**src/rtl/serial_subtractor.sv**
```systemverilog
// Digit-serial subtractor: computes a - b - bin LSB-first, DIGIT bits per clock,
// with start/done handshake, final borrow and signed overflow.
module serial_subtractor #(
  parameter int WIDTH = 8,
  parameter int DIGIT = 1
) (
  input  logic             clk,
  input  logic             rst_n,
  input  logic             start,
  input  logic [WIDTH-1:0] a,
  input  logic [WIDTH-1:0] b,
  input  logic             bin,
  output logic             busy,
  output logic             done,
  output logic [WIDTH-1:0] diff,
  output logic             bout,
  output logic             overflow
);

  if (WIDTH < 1 || DIGIT < 1 || DIGIT > WIDTH || (WIDTH % DIGIT) != 0) begin : g_bad_params
    $error("serial_subtractor: WIDTH must be >= 1 and a multiple of DIGIT (1 <= DIGIT <= WIDTH)");
  end

  localparam int N  = WIDTH / DIGIT;
  localparam int CW = (N > 1) ? $clog2(N) : 1;
  localparam logic [CW-1:0] LAST_STEP = CW'(N - 1);

  typedef enum logic [1:0] {
    S_IDLE = 2'd0,
    S_RUN  = 2'd1,
    S_DONE = 2'd2
  } state_e;

  // One full-subtractor cell: returns {borrow_out, difference}.
  function automatic logic [1:0] sub_cell(input logic x, input logic y, input logic br);
    sub_cell = {(~x & y) | (~(x ^ y) & br), x ^ y ^ br};
  endfunction

  state_e           state_q, state_d;
  logic [WIDTH-1:0] a_q, a_d;
  logic [WIDTH-1:0] b_q, b_d;
  logic [WIDTH-1:0] acc_q, acc_d;
  logic             br_q, br_d;
  logic [CW-1:0]    cnt_q, cnt_d;
  logic             busy_q, busy_d;
  logic             done_q, done_d;
  logic [WIDTH-1:0] diff_q, diff_d;
  logic             bout_q, bout_d;
  logic             ovf_q, ovf_d;

  logic [DIGIT-1:0] dig_s;
  logic             msb_in_s;
  logic             br_out_s;
  logic [WIDTH-1:0] shift_s;

  // Borrow chain across the current digit; msb_in_s is the borrow entering the top cell.
  always_comb begin
    logic       br_v;
    logic [1:0] cell_v;
    br_v     = br_q;
    msb_in_s = 1'b0;
    dig_s    = {DIGIT{1'b0}};
    for (int j = 0; j < DIGIT; j++) begin
      cell_v = sub_cell(a_q[j], b_q[j], br_v);
      dig_s[j] = cell_v[0];
      if (j == DIGIT - 1) begin
        msb_in_s = br_v;
      end else begin
        msb_in_s = msb_in_s;
      end
      br_v = cell_v[1];
    end
    br_out_s = br_v;
    // New digit enters at the top; after N steps the first digit sits at bit 0.
    shift_s  = WIDTH'({dig_s, acc_q} >> DIGIT);
  end

  // Next-state and next-output logic for the handshake FSM.
  always_comb begin
    state_d = state_q;
    a_d     = a_q;
    b_d     = b_q;
    acc_d   = acc_q;
    br_d    = br_q;
    cnt_d   = cnt_q;
    busy_d  = busy_q;
    done_d  = 1'b0;
    diff_d  = diff_q;
    bout_d  = bout_q;
    ovf_d   = ovf_q;
    case (state_q)
      S_IDLE, S_DONE: begin
        if (start) begin
          state_d = S_RUN;
          a_d     = a;
          b_d     = b;
          acc_d   = {WIDTH{1'b0}};
          br_d    = bin;
          cnt_d   = {CW{1'b0}};
          busy_d  = 1'b1;
        end else begin
          state_d = S_IDLE;
          busy_d  = 1'b0;
        end
      end
      S_RUN: begin
        a_d   = a_q >> DIGIT;
        b_d   = b_q >> DIGIT;
        acc_d = shift_s;
        br_d  = br_out_s;
        if (cnt_q == LAST_STEP) begin
          state_d = S_DONE;
          cnt_d   = {CW{1'b0}};
          busy_d  = 1'b0;
          done_d  = 1'b1;
          diff_d  = shift_s;
          bout_d  = br_out_s;
          ovf_d   = msb_in_s ^ br_out_s;
        end else begin
          cnt_d = cnt_q + CW'(1'b1);
        end
      end
      default: begin
        state_d = S_IDLE;
        busy_d  = 1'b0;
      end
    endcase
  end

  // State and output registers; reset discards any in-flight operation.
  always_ff @(posedge clk or negedge rst_n) begin
    if (!rst_n) begin
      state_q <= S_IDLE;
      a_q     <= {WIDTH{1'b0}};
      b_q     <= {WIDTH{1'b0}};
      acc_q   <= {WIDTH{1'b0}};
      br_q    <= 1'b0;
      cnt_q   <= {CW{1'b0}};
      busy_q  <= 1'b0;
      done_q  <= 1'b0;
      diff_q  <= {WIDTH{1'b0}};
      bout_q  <= 1'b0;
      ovf_q   <= 1'b0;
    end else begin
      state_q <= state_d;
      a_q     <= a_d;
      b_q     <= b_d;
      acc_q   <= acc_d;
      br_q    <= br_d;
      cnt_q   <= cnt_d;
      busy_q  <= busy_d;
      done_q  <= done_d;
      diff_q  <= diff_d;
      bout_q  <= bout_d;
      ovf_q   <= ovf_d;
    end
  end

  assign busy     = busy_q;
  assign done     = done_q;
  assign diff     = diff_q;
  assign bout     = bout_q;
  assign overflow = ovf_q;

endmodule
```
**config.mk**
```make
export PLATFORM = sky130hd
export DESIGN_NAME = serial_subtractor
export DESIGN_NICKNAME = d
export VERILOG_FILES = /design/src/rtl/serial_subtractor.sv
export SDC_FILE = /design/constraint.sdc
export NUM_CORES = 1
export LEC_CHECK = 0
export ABC_AREA = 1
export CORE_MARGIN = 1.5
export CORE_UTILIZATION = 28
export CTS_BUF_LIST = sky130_fd_sc_hd__clkbuf_2
export DETAILED_ROUTE_END_ITERATION = 7
export PLACE_DENSITY = 0.44
export SLEW_MARGIN = 15
export SYNTH_ARGS = -nofsm -noshare
export SYNTH_HDL_FRONTEND = slang
export SYNTH_SLANG_ARGS = --single-unit
```
**constraint.sdc**
```tcl
create_clock -name clk -period 1.5 [get_ports clk]
set_input_delay 0.3 -clock clk [delete_from_list [all_inputs] [get_ports clk]]
set_output_delay 0.3 -clock clk [all_outputs]
set_load 0.02 [all_outputs]
```
==> flow_metrics.py <==
metrics = {
    "power_and_ir_drop": {
        "sw_frac_of_total": 0.4311,
        "seq_power_share": 0.382,
        "combPwrFrac": 0.522,
        "power.switching_mw": 2.146,
        "intPower_mw": 2.832,
        "ir_drop_v": 0.0004688,
        "pwr-share-clk": 0.096,
        "cellPowerDensity_nw_per_um2": 2008,
        "power_mw": 4.978,
        "p_leak_nw": 1.321,
    },
    "worst_setup_path": {
        "cp_cell_sequence": "dlygate4sd2_1",
        "cp.depth": 1,
        "worstSetupPathType": "reg2out",
        "critical_path.max_stage_delay_ps": 420,
        "cp_data_required_time_ps": 1200,
        "crit_family": "flip-flops",
        "crit_path_start_kind": "flop",
        "critPathCaptureType": "output port",
        "crit_buf_inv": 1,
        "r2r_cells": 5,
        "crit_arrival_ps": 1130,
        "critPathMaxFanout": 2,
        "r2r_slack_ps": 140,
        "cp_slowest_cell": "dfrtp_1",
    },
    "detailed_routing": {
        "top_layer": "met4",
        "dr_total_vias": 1521,
        "wl_met3_um": 161,
        "wl_met2_um": 1793,
        "routedLengthMet1_um": 2044,
        "dr.pass1.iters": 4,
        "drt_wl_total_um": 4050,
        "wl_per_cell_um": 10.92,
        "antenna_left": 0,
        "routed_via_density": 4.100,
        "drc_errors": 0,
        "drt_iter0_drc": 56,
    },
    "yosys": {
        "netlist_instances": 233,
        "synth_cell_type_count": 20,
        "ys_seq_area_frac": 0.5206,
        "yosysWarnings": 0,
        "syn_area_per_cell_um2": 8.458,
        "ys_ff_latch": 41,
        "netlist_area_um2": 1971,
        "synthesis.nets": 256,
    },
    "die": {
        "dieArea_um2": 7550,
        "ios": 32,
        "initial_utilization": 0.2901,
        "dieHeight_um": 86.89,
        "num_rows": 30,
        "die_x_um": 86.89,
        "core_area_um2": 6794,
    },
    "global_route": {
        "grt_usage": 0.1222,
        "antenna_found_initial": 0,
        "grt_pass1_wl_um": 7107,
        "grt_max_degree": 42,
        "grt_overflow": 0,
        "grt_pass1_vias": 1539,
    },
    "layout": {
        "antenna_cells": 0,
        "area_growth_pct": 25.78,
        "drive_gt1_frac": 0.1382,
        "nets": 297,
        "fill_cells": 726,
        "final_util": 0.3648,
    },
    "sta": {
        "post-route-period-util": 0.9514,
        "setup_viol": 0,
        "fin_crit_ps": 1427,
        "max-slew-margin-rel": 0.8039,
        "worstMarginPinSlew_ps": 294.2,
        "hold_viol_final": 0,
        "fmax_mhz": 700.7,
        "clock_skew_ps": 9.880,
        "maxSlewViolCount": 0,
    },
    "clocking": {
        "ctsHtreeMaxLevel": 2,
        "cts_tree": "built",
        "clk_pin_slew_ps": 210,
        "insertion_delay_ps": 390,
        "cts_sinks": 41,
        "cts_buffers": 5,
        "clk_path_buf_depth": 2,
        "root_buffer": "clkbuf_2",
    },
    "placed_design": {
        "hpwl_um": 2597,
        "place.gp.congestion": 0.7153,
        "portBuffers": 31,
    },
    "hold_path": {
        "min_path_type": "in2async",
    },
    "run_status": {
        "status": "completed",
    },
    "job": {
        "drv_cap": 0,
    },
}
==> logic make-up after synthesis <==
group                      count (synthesis)  synth area share
and+or+nand+nor                          115            0.2610
buffers and inverters                     54            0.1276
DFF                                       41            0.5206
AOI/OAI and AO/OA                         19           0.06349
adders and majority gates                  3           0.02286
xor gates and xnor gates                   1          0.004445
==> power groups by stage <==
stage                     registers (mW)  logic [mW]  clock network (mW)
after detailed placement            1.93        2.65                   0
after floorplan                     2.05        1.73                   0
after CTS                           1.91        2.56               0.524
after global placement              1.93        2.62                   0
after global routing                1.97        3.00               0.565
final                               1.90        2.60               0.477
==> through the flow <==
step           hold WS (ps)  TNS [ps]  cell area [µm²]  std cells  setup WS [ps]
2_1_floorplan         4.409         0             1971        233          282.4
3_3_place_gp          297.5         0             2404        357          66.81
3_5_place_dp          297.5         0             2404        357          43.48
4_1_cts               345.8         0             2441        366          6.072
5_1_grt               339.5    -8.849             2479        371         -4.467
6_report              367.4         0             2479        371          72.96
==> cell type report <==
cell class | count | area, µm² | share of cell area
Inverter | 45 | 176.4 | 0.07118
Clock buffer | 6 | 30.03 | 0.01212
Tap cell | 96 | 120.1 | 0.04846
Timing Repair Buffer | 43 | 422.9 | 0.1706
Multi-Input combinational cell | 138 | 693.2 | 0.2797
Clock inverter | 2 | 10.01 | 0.004038
Sequential cell | 41 | 1026 | 0.4139
==> registers in the layout, indices dropped and copies added, names as in the netlist <==
name,count
acc_q,7
overflow,1
cnt_q,3
b_q,8
a_q,8
done,1
diff,8
state_q,2
bout,1
br_q,1
busy,1
==> path summary, 6_finish.rpt <==
check | from | end
max | diff[6]$_DFFE_PN0P_ | diff[6]
min | rst_n | acc_q[1]$_DFFE_PN0P_
max reg2reg | cnt_q[0]$_DFFE_PN0P_ | diff[2]$_DFFE_PN0P_
min reg2reg | cnt_q[1]$_DFFE_PN0P_ | cnt_q[1]$_DFFE_PN0P_
max in group asynchronous | rst_n | b_q[5]$_DFFE_PN0P_
min in group clk | a[7] | a_q[7]$_DFFE_PN0P_
==> repair_timing <==
action	CTS	global route
cloned	0	0
resized for setup	14	10
setup endpoints to repair	12	11
hold buffers	1	0
hold endpoints to repair	41	0
buffers inserted	0	5
==> cells in the final DEF, fill, tap and decap left out, types with 3 or more instances in the layout <==
cell | Yosys | final
buf_12 | 0 | 3
buf_4 | 2 | 8
clkbuf_2 | 0 | 8
clkdlybuf4s15_1 | 0 | 8
clkdlybuf4s50_1 | 0 | 18
dfrtp_1 | 41 | 41
inv_1 | 42 | 42
nand2_1 | 78 | 78
nand2_4 | 3 | 3
nand3_1 | 29 | 29
nor2_1 | 3 | 3
o21ai_0 | 5 | 5
o21ai_1 | 6 | 6
o21ai_2 | 8 | 8
==> cell usage after synthesis, drive strengths merged <==
cell,instances,area [µm²]
buf,9,75.06
fa,1,20.02
nand2,82,346.6
o21ai,19,125.1
nor2,4,22.52
ha,2,25.02
xnor2,1,8.760
nand3,29,145.1
dfrtp,41,1026
inv,45,176.4
==> per-layer routing <==
| metal | up-vias | GRT usage |
|---|---|---|
| li1 | 784 | - |
| met1 | 696 | 0.1570 |
| met2 | 36 | 0.1966 |
| met3 | 5 | 0.02938 |
| met4 | 0 | 0.05132 |
| met5 | - | 0 |
(Power assumes the default switching activity.)
